<file path="config.mk">
export PLATFORM = sky130hd
export DESIGN_NAME = qar_timer_mc_flat
export DESIGN_NICKNAME = d
export VERILOG_FILES = /design/src/rtl/qar_timer_pkg.sv /design/src/rtl/qar_timer_mc_if.sv /design/src/rtl/qar_timer_channel.sv /design/src/rtl/qar_timer_mc.sv /design/src/flat_wrapper.sv
export SDC_FILE = /design/constraint.sdc
export NUM_CORES = 1
export LEC_CHECK = 0
export ABC_AREA = 1
export BUFFER_PORTS_ARGS = -buffer_cell sky130_fd_sc_hd__buf_4
export CAP_MARGIN = 25
export CORE_ASPECT_RATIO = 0.6
export CORE_MARGIN = 3
export CORE_UTILIZATION = 40
export CTS_CLUSTER_DIAMETER = 40
export DETAILED_ROUTE_END_ITERATION = 16
export PLACE_DENSITY_LB_ADDON = 0.15
export SLEW_MARGIN = 20
export SYNTH_ARGS = -nofsm -noshare
export SYNTH_HDL_FRONTEND = slang
export SYNTH_SLANG_ARGS = --single-unit
</file>
<file path="constraint.sdc">
create_clock -name clk -period 3.2 [get_ports clk]
set_clock_uncertainty 0.15 [all_clocks]
set_input_delay 0.64 -clock clk [delete_from_list [all_inputs] [get_ports clk]]
set_output_delay 0.64 -clock clk [all_outputs]
set_load 0.005 [all_outputs]
</file>
<file path="src/rtl/qar_timer_pkg.sv">
// Register map, bit positions and channel mode encodings shared by the timer.
package qar_timer_pkg;

    localparam logic [7:0] ADDR_CTRL    = 8'h00;
    localparam logic [7:0] ADDR_PRESC   = 8'h04;
    localparam logic [7:0] ADDR_COUNT   = 8'h08;
    localparam logic [7:0] ADDR_RELOAD  = 8'h0C;
    localparam logic [7:0] ADDR_STATUS  = 8'h10;
    localparam logic [7:0] ADDR_IRQ_EN  = 8'h14;
    localparam logic [7:0] ADDR_CH_BASE = 8'h20;

    localparam logic [3:0] CH_OFF_CTRL = 4'h0;
    localparam logic [3:0] CH_OFF_CMP  = 4'h4;
    localparam logic [3:0] CH_OFF_CAP  = 4'h8;

    localparam int unsigned CTRL_EN_BIT      = 0;
    localparam int unsigned CTRL_ONESHOT_BIT = 1;
    localparam int unsigned STATUS_OVF_BIT   = 0;
    localparam int unsigned STATUS_CH_LSB    = 1;
    localparam int unsigned CH_MODE_LSB      = 0;
    localparam int unsigned CH_FALL_BIT      = 2;

    typedef enum logic [1:0] {
        MODE_OFF = 2'd0,
        MODE_CMP = 2'd1,
        MODE_PWM = 2'd2,
        MODE_CAP = 2'd3
    } ch_mode_e;

endpackage

</file>
<file path="src/rtl/qar_timer_mc_if.sv">
// Zero-wait-state register bus between a host and the timer.
interface qar_timer_mc_if;
    logic        bus_valid;
    logic        bus_we;
    logic [7:0]  bus_addr;
    logic [31:0] bus_wdata;
    logic        bus_ready;
    logic [31:0] bus_rdata;

    modport master (
        output bus_valid, bus_we, bus_addr, bus_wdata,
        input  bus_ready, bus_rdata
    );

    modport slave (
        input  bus_valid, bus_we, bus_addr, bus_wdata,
        output bus_ready, bus_rdata
    );
endinterface

</file>
<file path="src/rtl/qar_timer_channel.sv">
// One timer channel: configuration, capture synchroniser, compare/PWM/capture events.
module qar_timer_channel
    import qar_timer_pkg::*;
#(
    parameter int unsigned CNT_WIDTH = 32
) (
    input  logic                 clk,
    input  logic                 rst_n,
    input  logic                 wr_ctrl,
    input  logic                 wr_cmp,
    input  logic [2:0]           ctrl_wdata,
    input  logic [CNT_WIDTH-1:0] cmp_wdata,
    input  logic                 en,
    input  logic                 tick,
    input  logic                 wrap,
    input  logic [CNT_WIDTH-1:0] count,
    input  logic [CNT_WIDTH-1:0] next_count,
    input  logic                 cap_in,
    output ch_mode_e             mode,
    output logic                 fall,
    output logic [CNT_WIDTH-1:0] cmp,
    output logic [CNT_WIDTH-1:0] cap,
    output logic                 evt_c,
    output logic                 pwm
);

    logic [2:0] sync_q;
    logic       cap_edge_c;

    // Edge on the synchronised input; sync_q[2] holds the previous synchronised value
    always_comb begin
        cap_edge_c = fall ? (sync_q[2] & ~sync_q[1]) : (sync_q[1] & ~sync_q[2]);
    end

    // Event source selected by the channel mode
    always_comb begin
        evt_c = 1'b0;
        case (mode)
            MODE_CMP: evt_c = tick && (next_count == cmp);
            MODE_PWM: evt_c = tick && wrap;
            MODE_CAP: evt_c = cap_edge_c;
            default:  evt_c = 1'b0;
        endcase
    end

    // Config registers, synchroniser, capture latch and registered PWM output
    always_ff @(posedge clk or negedge rst_n) begin
        if (!rst_n) begin
            mode   <= MODE_OFF;
            fall   <= 1'b0;
            cmp    <= '0;
            cap    <= '0;
            sync_q <= '0;
            pwm    <= 1'b0;
        end else begin
            if (wr_ctrl) begin
                mode <= ch_mode_e'(ctrl_wdata[CH_MODE_LSB +: 2]);
                fall <= ctrl_wdata[CH_FALL_BIT];
            end
            if (wr_cmp) begin
                cmp <= cmp_wdata;
            end
            sync_q <= {sync_q[1:0], cap_in};
            if ((mode == MODE_CAP) && cap_edge_c) begin
                cap <= count;
            end
            pwm <= (mode == MODE_PWM) && en && (count < cmp);
        end
    end

endmodule

</file>
<file path="src/rtl/qar_timer_mc.sv">
// Multi-channel timer: prescaler, reloadable counter, register file and status/irq.
module qar_timer_mc
    import qar_timer_pkg::*;
#(
    parameter int unsigned NUM_CH      = 4,
    parameter int unsigned CNT_WIDTH   = 32,
    parameter int unsigned PRESC_WIDTH = 16
) (
    input  logic              clk,
    input  logic              rst_n,
    qar_timer_mc_if.slave     bus,
    input  logic [NUM_CH-1:0] cap_in,
    output logic [NUM_CH-1:0] pwm_out,
    output logic              irq,
    input  logic              irq_ack
);

    localparam int unsigned SW = NUM_CH + 1;

    logic                   en;
    logic                   oneshot;
    logic [PRESC_WIDTH-1:0] presc;
    logic [PRESC_WIDTH-1:0] presc_cnt;
    logic [CNT_WIDTH-1:0]   count;
    logic [CNT_WIDTH-1:0]   reload;
    logic [SW-1:0]          status;
    logic [SW-1:0]          irq_en;

    logic                   tick_c;
    logic                   wrap_c;
    logic [CNT_WIDTH-1:0]   next_count_c;
    logic [SW-1:0]          set_c;
    logic [SW-1:0]          clr_c;
    logic [7:0]             addr_c;
    logic [3:0]             ch_sel_c;
    logic [3:0]             sub_c;
    logic                   ch_ok_c;
    logic                   wr_c;
    logic                   wr_ctrl_c, wr_presc_c, wr_count_c, wr_reload_c, wr_status_c, wr_irq_en_c;
    logic [31:0]            rdata_c;
    logic                   unused_addr_bits;

    logic [NUM_CH-1:0]      evt_c;
    ch_mode_e               ch_mode [NUM_CH];
    logic                   ch_fall [NUM_CH];
    logic [CNT_WIDTH-1:0]   ch_cmp  [NUM_CH];
    logic [CNT_WIDTH-1:0]   ch_cap  [NUM_CH];

    // Word-aligned address decode and channel window selection
    assign addr_c           = {bus.bus_addr[7:2], 2'b00};
    assign unused_addr_bits = ^bus.bus_addr[1:0];
    assign ch_sel_c         = bus.bus_addr[7:4] - ADDR_CH_BASE[7:4];
    assign ch_ok_c          = (bus.bus_addr[7:4] >= ADDR_CH_BASE[7:4]) && (32'(ch_sel_c) < NUM_CH);
    assign sub_c            = {bus.bus_addr[3:2], 2'b00};

    assign wr_c        = bus.bus_valid && bus.bus_we;
    assign wr_ctrl_c   = wr_c && (addr_c == ADDR_CTRL);
    assign wr_presc_c  = wr_c && (addr_c == ADDR_PRESC);
    assign wr_count_c  = wr_c && (addr_c == ADDR_COUNT);
    assign wr_reload_c = wr_c && (addr_c == ADDR_RELOAD);
    assign wr_status_c = wr_c && (addr_c == ADDR_STATUS);
    assign wr_irq_en_c = wr_c && (addr_c == ADDR_IRQ_EN);

    // Prescaler tick and counter next value
    assign tick_c       = en && (presc_cnt == presc);
    assign wrap_c       = (count == reload);
    assign next_count_c = wrap_c ? '0 : count + CNT_WIDTH'(1);

    // Flag set/clear vectors; a hardware set overrides any clear below
    always_comb begin
        set_c = '0;
        set_c[STATUS_OVF_BIT] = tick_c && wrap_c;
        set_c[STATUS_CH_LSB +: NUM_CH] = evt_c;
        clr_c = '0;
        if (wr_status_c) begin
            clr_c = SW'(bus.bus_wdata);
        end
        if (irq_ack) begin
            clr_c = clr_c | irq_en;
        end
    end

    // Channel instances
    for (genvar c = 0; c < NUM_CH; c++) begin : g_ch
        qar_timer_channel #(
            .CNT_WIDTH (CNT_WIDTH)
        ) u_ch (
            .clk        (clk),
            .rst_n      (rst_n),
            .wr_ctrl    (wr_c && ch_ok_c && (ch_sel_c == 4'(c)) && (sub_c == CH_OFF_CTRL)),
            .wr_cmp     (wr_c && ch_ok_c && (ch_sel_c == 4'(c)) && (sub_c == CH_OFF_CMP)),
            .ctrl_wdata (bus.bus_wdata[2:0]),
            .cmp_wdata  (CNT_WIDTH'(bus.bus_wdata)),
            .en         (en),
            .tick       (tick_c),
            .wrap       (wrap_c),
            .count      (count),
            .next_count (next_count_c),
            .cap_in     (cap_in[c]),
            .mode       (ch_mode[c]),
            .fall       (ch_fall[c]),
            .cmp        (ch_cmp[c]),
            .cap        (ch_cap[c]),
            .evt_c      (evt_c[c]),
            .pwm        (pwm_out[c])
        );
    end

    // Read mux; unmapped addresses return zero
    always_comb begin
        rdata_c = '0;
        case (addr_c)
            ADDR_CTRL: begin
                rdata_c[CTRL_EN_BIT]      = en;
                rdata_c[CTRL_ONESHOT_BIT] = oneshot;
            end
            ADDR_PRESC:  rdata_c = 32'(presc);
            ADDR_COUNT:  rdata_c = 32'(count);
            ADDR_RELOAD: rdata_c = 32'(reload);
            ADDR_STATUS: rdata_c = 32'(status);
            ADDR_IRQ_EN: rdata_c = 32'(irq_en);
            default:     rdata_c = '0;
        endcase
        for (int c = 0; c < NUM_CH; c++) begin
            if (ch_ok_c && (ch_sel_c == 4'(c))) begin
                case (sub_c)
                    CH_OFF_CTRL: begin
                        rdata_c[CH_MODE_LSB +: 2] = ch_mode[c];
                        rdata_c[CH_FALL_BIT]      = ch_fall[c];
                    end
                    CH_OFF_CMP: rdata_c = 32'(ch_cmp[c]);
                    CH_OFF_CAP: rdata_c = 32'(ch_cap[c]);
                    default:    rdata_c = '0;
                endcase
            end
        end
    end

    assign bus.bus_ready = bus.bus_valid;
    assign bus.bus_rdata = rdata_c;

    // Control, prescaler, counter, status and irq registers
    always_ff @(posedge clk or negedge rst_n) begin
        if (!rst_n) begin
            en        <= 1'b0;
            oneshot   <= 1'b0;
            presc     <= '0;
            presc_cnt <= '0;
            count     <= '0;
            reload    <= '0;
            status    <= '0;
            irq_en    <= '0;
            irq       <= 1'b0;
        end else begin
            if (wr_ctrl_c) begin
                en      <= bus.bus_wdata[CTRL_EN_BIT];
                oneshot <= bus.bus_wdata[CTRL_ONESHOT_BIT];
            end else if (tick_c && wrap_c && oneshot) begin
                en <= 1'b0;
            end
            if (wr_ctrl_c || wr_presc_c || !en || tick_c) begin
                presc_cnt <= '0;
            end else begin
                presc_cnt <= presc_cnt + PRESC_WIDTH'(1);
            end
            if (wr_presc_c) begin
                presc <= PRESC_WIDTH'(bus.bus_wdata);
            end
            if (wr_count_c) begin
                count <= CNT_WIDTH'(bus.bus_wdata);
            end else if (tick_c) begin
                count <= next_count_c;
            end
            if (wr_reload_c) begin
                reload <= CNT_WIDTH'(bus.bus_wdata);
            end
            if (wr_irq_en_c) begin
                irq_en <= SW'(bus.bus_wdata);
            end
            status <= (status & ~clr_c) | set_c;
            irq    <= |(status & irq_en);
        end
    end

endmodule

</file>
<file path="src/flat_wrapper.sv">
// flat-port wrapper written by rule: the top's interface ports become plain ports
module qar_timer_mc_flat import qar_timer_pkg::*;
#(
    parameter int unsigned NUM_CH      = 4,
    parameter int unsigned CNT_WIDTH   = 32,
    parameter int unsigned PRESC_WIDTH = 16
)
  (clk, rst_n, cap_in, pwm_out, irq, irq_ack, bus_bus_valid, bus_bus_we, bus_bus_addr, bus_bus_wdata, bus_bus_ready, bus_bus_rdata);
  qar_timer_mc_if bus_i ();
  input  logic clk;
  input  logic rst_n;
  input  logic [NUM_CH-1:0] cap_in;
  output logic [NUM_CH-1:0] pwm_out;
  output logic irq;
  input  logic irq_ack;
  input wire logic [$bits(bus_i.bus_valid)-1:0] bus_bus_valid;
  input wire logic [$bits(bus_i.bus_we)-1:0] bus_bus_we;
  input wire logic [$bits(bus_i.bus_addr)-1:0] bus_bus_addr;
  input wire logic [$bits(bus_i.bus_wdata)-1:0] bus_bus_wdata;
  output wire logic [$bits(bus_i.bus_ready)-1:0] bus_bus_ready;
  output wire logic [$bits(bus_i.bus_rdata)-1:0] bus_bus_rdata;
  assign bus_i.bus_valid = bus_bus_valid;
  assign bus_i.bus_we = bus_bus_we;
  assign bus_i.bus_addr = bus_bus_addr;
  assign bus_i.bus_wdata = bus_bus_wdata;
  assign bus_bus_ready = bus_i.bus_ready;
  assign bus_bus_rdata = bus_i.bus_rdata;
  qar_timer_mc #(.NUM_CH(NUM_CH), .CNT_WIDTH(CNT_WIDTH), .PRESC_WIDTH(PRESC_WIDTH)) u_core (.clk(clk), .rst_n(rst_n), .bus(bus_i), .cap_in(cap_in), .pwm_out(pwm_out), .irq(irq), .irq_ack(irq_ack));
endmodule
</file>
# Word level (Yosys, flattened, before mapping)
# Cells that the tools add are included.
[classes]
n_addsub = 3
magnitude_cmp = 6
n_eq_ne = 28
n_mux = 30
n_bitwise = 21
reduce_logical = 54
[ops]
columns = ["cell", "n"]
rows = [
  ["$pmux W29 S3", 4],
  ["$mux W32", 7],
  ["$eq A32 B32 Y1", 5],
  ["$pmux W30 S5", 1],
  ["$lt A32 B32 Y1", 4],
  ["$logic_and A1 B1 Y1", 44],
  ["$pmux W3 S3", 4],
  ["$add A32 B1 Y32 const B", 1],
  ["$eq A2 B2 Y1 const B", 9],
  ["$add A16 B1 Y16 const B", 1],
  ["$eq A16 B16 Y1", 1],
  ["$mux W16", 1],
  ["$eq A6 B2 Y1 const B", 2],
  ["$eq A6 B3 Y1 const B", 2],
  ["$pmux W1 S3", 4],
  ["$pmux W2 S6", 1],
  ["$and A5 B5 Y5", 2],
  ["$eq A2 B1 Y1 const B", 5],
  ["$mux W5", 2],
  ["$or A5 B5 Y5", 2],
  ["$and A1 B1 Y1", 8],
  ["$eq A4 B2 Y1 const B", 2],
  ["$logic_not A4 Y1", 2],
  ["$logic_not A8 Y1", 1],
  ["other kinds (12)", 27],
]
[word_totals]
regBits = 393
output_inout_bits = 38
elab_cells = 175

# Logic depth before layout (Yosys ltp)
[logic_depth]
depth_word = 11
depth_mapped = 19
mapped_depth_nobuf = 19

# Cells and area by module
# A second synthesis with hierarchy kept.
[hier_totals]
hier_cells = 3491
area_unflattened_um2 = 26331.5
[modules_own_cells]
columns = ["mod", "n_inst", "cells_each", "area_per_inst_um2", "seq_area_each_um2"]
rows = [
  ["qar_timer_channel", 4, 454, 4058.9, 1776.7],
  ["qar_timer_mc", 1, 1675, 10095.9, 2727.6],
]

# Worst setup path after synthesis
# No wires, ideal clock.
[synth_path]
path_type = "input -> output"
start = "input bus_bus_addr[5]"
end = "output bus_bus_rdata[18]"
arrival_ps = 2213
required_ps = 2410
setup_slack_ps = 197
cell_stages = 11
n_path_buf = 1
cell_sequence = "inv_1 ha_1 nand2_1 nor2_1 nand3_1 nor2_1 clkbuf_1 nand2_1 o2111ai_1 a22oi_1 nand2_1"
[synth_via]
elab_chain_cells = 11
word_cells_on_any_way = 26
classes_between = "1 x add/sub; 2 x order compare; 8 x eq/ne; 9 x mux; 6 x reduce/logical"
[synth_lines]
columns = ["item", "line_no", "source"]
rows = [
  ["start, declared", "flat_wrapper.sv:18", "input wire logic [$bits(bus_i.bus_addr)-1:0] bus_bus_addr;"],
  ["$sub A4 B2 Y4", "qar_timer_mc.sv:52", "assign ch_sel_c = bus.bus_addr[7:4] - ADDR_CH_BASE[7:4];"],
  ["$lt A4 B3 Y1", "qar_timer_mc.sv:53", "assign ch_ok_c = (bus.bus_addr[7:4] >= ADDR_CH_BASE[7:4]) && (32'(ch_sel_c) < NUM_CH);"],
  ["$logic_and A1 B1 Y1", "qar_timer_mc.sv:53", ""],
  ["$logic_and A1 B1 Y1", "qar_timer_mc.sv:125", "if (ch_ok_c && (ch_sel_c == 4'(c))) begin"],
  ["$mux W32", "qar_timer_mc.sv:125", ""],
  ["$pmux W29 S3", "qar_timer_mc.sv:126", "case (sub_c)"],
  ["$mux W32", "qar_timer_mc.sv:125", ""],
  ["$pmux W29 S3", "qar_timer_mc.sv:126", ""],
  ["$mux W32", "qar_timer_mc.sv:125", ""],
  ["$pmux W29 S3", "qar_timer_mc.sv:126", ""],
  ["$mux W32 *", "qar_timer_mc.sv:125", ""],
  ["end, declared", "flat_wrapper.sv:21", "output wire logic [$bits(bus_i.bus_rdata)-1:0] bus_bus_rdata;"],
]
# Mark *: on every way between the ends. The rest lies on a longest branch, timed or not.

# Final worst setup path
[layout_path]
start = "input bus_bus_addr[5]"
end = "output bus_bus_rdata[11]"
# Same word-level chain as after synthesis.

==> results_dict.tcl <==
set metrics [dict create \
    status "finished, violations left" \
    violations "negative setup slack" \
    rrSetupSlack_ps 80 \
    crit_family "simple AND/OR/NAND/NOR gates" \
    crit_type "input pin to output port" \
    numCtsBuffers 54 \
    dieArea_um2 64200 \
    cp.arrival_ps 2490 \
    synth_top_area_share_pct 40.3 \
    final.fill_count 5735 \
    fin_ws_ps -75.2 \
    path_cells "buf_8 > inv_6 > ha_4 > nand2_4 > nor2_4 > nand3_4 > nor2_4 > buf_12 > buf_12 > nand2_2 > o2111ai_2 > a22oi_1 > nand2_1 > buf_6" \
    synth_edf_count 0 \
    grt_setup_unrepaired "yes" \
    critical_path_required_ps 2410 \
    rows 69 \
    clk-insertion-delay-late_ps 640 \
    hp-class "input pin to flop" \
    min_to "u_core.oneshot" \
    drc 0 \
    cts-root-buf "clkbuf_16" \
    diodes 0 \
    setup_viol 17 \
    worst_path_max_delay_cell "nor2_4" \
    die_w_um 325 \
    vdd_drop_max_uv 408 \
    synth-seq-cells 393 \
    highest-signal-layer "met5" \
    slew_headroom_pct 27.4 \
    postSynthCellCount 3408 \
    p_per_area_nw_per_um2 600 \
    period_share_pct 102 \
    ios 87 \
    dr.pass1.iters 6 \
    ys_seq_area_share_pct 40.3 \
    cts_buffer_depth 3 \
    area_growth_syn_to_layout_pct 29.7 \
    drt-met1-wl_um 49900 \
    antenna_left 0 \
    grt_pass1_wl_um 154000 \
    crit_fanout 6 \
    io_buffers 84 \
    hold_start "bus_bus_wdata[1]" \
    grt_max_degree 76 \
    antenna_found_initial 2 \
    viasPerCell 5.63 \
    grt_overflow 0 \
    critical_path.endpoint_type "output port" \
    power_frac_comb_pct 37.2 \
    core_region_area_um2 59800 \
    dr_wl_met3_um 12900 \
    synth_area_leaders "dfrtp_1, nand2_1, o21ai_0" \
    slowest_delay_ps 290 \
    vias 26000 \
    htreeDepth 2 \
    path_clk_slew_ps 70 \
    hold_viol_final 0 \
    fin_hold_ws_ps 86.9 \
    synth_cell_types 46 \
    maxCapViolCount 0 \
    cts_tree "built" \
    synth.most_common_cell "nand2_1" \
    start_util_pct 40.8 \
    track_usage_pct 32.1 \
    yosysWarnings 0 \
    fin_crit_ps 3280 \
    clkPwrFrac_pct 32.1 \
    slew_violations 0 \
    ys_top_cells_by_count "nand2_1, o21ai_0, dfrtp_1" \
    pre_cts_slack_ps -448 \
    wire_per_inst_um 23.0 \
    path_buf_inv 5 \
    avgSynthCellArea_um2 7.17 \
    yosysTopAreaCell "dfrtp_1" \
    nNetsFinal 3931 \
    synth-main-ff-cell "dfrtp_1" \
    route.met2.wl_um 40400 \
    drt_iter0_drc 3355 \
    drive_above_1_share_pct 19.2 \
    cts.sinks 393 \
    start_kind "input pin" \
    die_h_um 197 \
    wirelength_um 106000 \
    r2r_cells 17 \
    dp_hpwl_um 74700 \
    grt_pass1_vias 24200 \
    worst_pin_slew_ps 1080 \
    rr_startpoint "u_core.count[8]" \
    synth-async-reset-ratio_pct 100 \
    fmax_mhz 305 \
    min_delay_path_depth 3 \
    place_congestion 0.962 \
    total_leakage_power_nw 14.9 \
    seqPwrFrac_pct 30.7 \
    internal-power_mw 11.5 \
    r2r_end "u_core.status[3]" \
    syn-cell-area_um2 24400 \
    p_switching_mw 7.55 \
    switching_share_pct 39.7 \
    synthesis.nets 3585 \
]
-- kinds of logic after synthesis --
kind of cell | after synthesis | synth area share [%]
xor gates and xnor gates | 44 | 1.61
adders and majority gates | 128 | 6.56
DFF | 393 | 40.3
AOI/OAI and AO/OA | 723 | 17.0
buffers and inverters | 491 | 7.75
and+or+nand+nor | 1629 | 26.8
-- worst max path at each step --
| stage | startpoint | slack, ps | to | depth (start not counted) |
|---|---|---|---|---|
| after global placement | u_core.count[6] | -500 | u_core.status[2] | 19 |
| after global routing | bus_bus_addr[5] | -90 | bus_bus_rdata[24] | 15 |
| after floorplan | bus_bus_addr[5] | 200 | bus_bus_rdata[18] | 11 |
| final | bus_bus_addr[5] | -80 | bus_bus_rdata[11] | 14 |
| after detailed placement | u_core.count[6] | -450 | u_core.status[2] | 19 |
| after CTS | bus_bus_addr[2] | -4 | bus_bus_rdata[0] | 12 |
-- area by class of cell --
type                            count  area (um^2)  area share, %
Tap cell                          816         1020           3.22
Timing Repair Buffer              446         4200           13.3
Clock inverter                     39          370           1.17
Inverter                          334         1290           4.07
Sequential cell                   393         9850           31.1
Clock buffer                       63         1420           4.47
Multi-Input combinational cell   2525        13500           42.7
-- power by group through the flow --
stage | sequential (mW) | clock, mW | combinational (mW)
detailed placement | 5.89 | 0 | 6.44
CTS | 5.81 | 6.19 | 6.60
floorplan | 5.78 | 0 | 3.41
global route | 5.87 | 6.39 | 7.74
global placement | 5.88 | 0 | 6.33
finish | 5.83 | 6.11 | 7.07
-- cell usage in the layout, fill, tap and decap left out, drive strengths merged, types with 4 or more instances in the layout --
master,count
xnor2,26
nor3b,10
xor2,18
o221ai,41
nor3,23
clkbuf,68
a221oi,26
a21oi,77
or2,6
dfrtp,393
nand3,177
dlygate4sd3,5
nor2,208
nor4,10
o2111ai,23
a211oi,6
o21a,4
ha,128
o211ai,14
a22oi,26
clkinvlp,14
nand2,1175
clkinv,14
buf,436
inv,343
o22ai,16
o21ai,472
nand4,19
-- layer usage --
| layer | global-route usage [%] | up-vias |
|---|---|---|
| met4 | 8.69 | 2 |
| met5 | 0 | - |
| li1 | - | 12000 |
| met3 | 9.67 | 178 |
| met1 | 49.2 | 12400 |
| met2 | 43.0 | 1399 |
-- tightest hold or removal path: stages --
cell     delay, ps
buf_4           90
nand2_1         40
o21ai_0         60
-- metrics by stage --
stage               TNS (ps)  total power, mW  instance area, um^2  utilization, %  cells
floorplan                  0             9.19                24400               -   3408
global placement       -4180             12.2                28400            47.4   4466
detailed placement     -3460             12.3                28400            47.5   4467
CTS                    -4.35             18.6                30700            51.3   4587
global route           -1420             20.0                31700            53.0   4616
finish                  -563             19.0                31700            53.0   4616
-- repair_timing --
item / 4_1_cts / 5_1_grt
endpoints found under the setup margin: 36 / 38
hold buffers: 5 / 0
gates resized for setup: 74 / 171
setup buffers: 11 / 23
pin swaps: 16 / 64
gates cloned: 3 / 7
endpoints found under the hold margin: 68 / 0
-- registers in the layout, indices dropped and copies added, names as in the netlist --
register and cells:
u_core.count 32, u_core.g_ch.u_ch.cmp 128, u_core.en 1, u_core.status 5
u_core.irq 1, u_core.presc_cnt 16, u_core.g_ch.u_ch.pwm 4, u_core.reload 32
u_core.g_ch.u_ch.sync_q 12, u_core.g_ch.u_ch.fall 4, u_core.irq_en 5, u_core.oneshot 1
u_core.presc 16, u_core.g_ch.u_ch.cap 128, u_core.g_ch.u_ch.mode 8
Power figures use the tool's default switching activity.
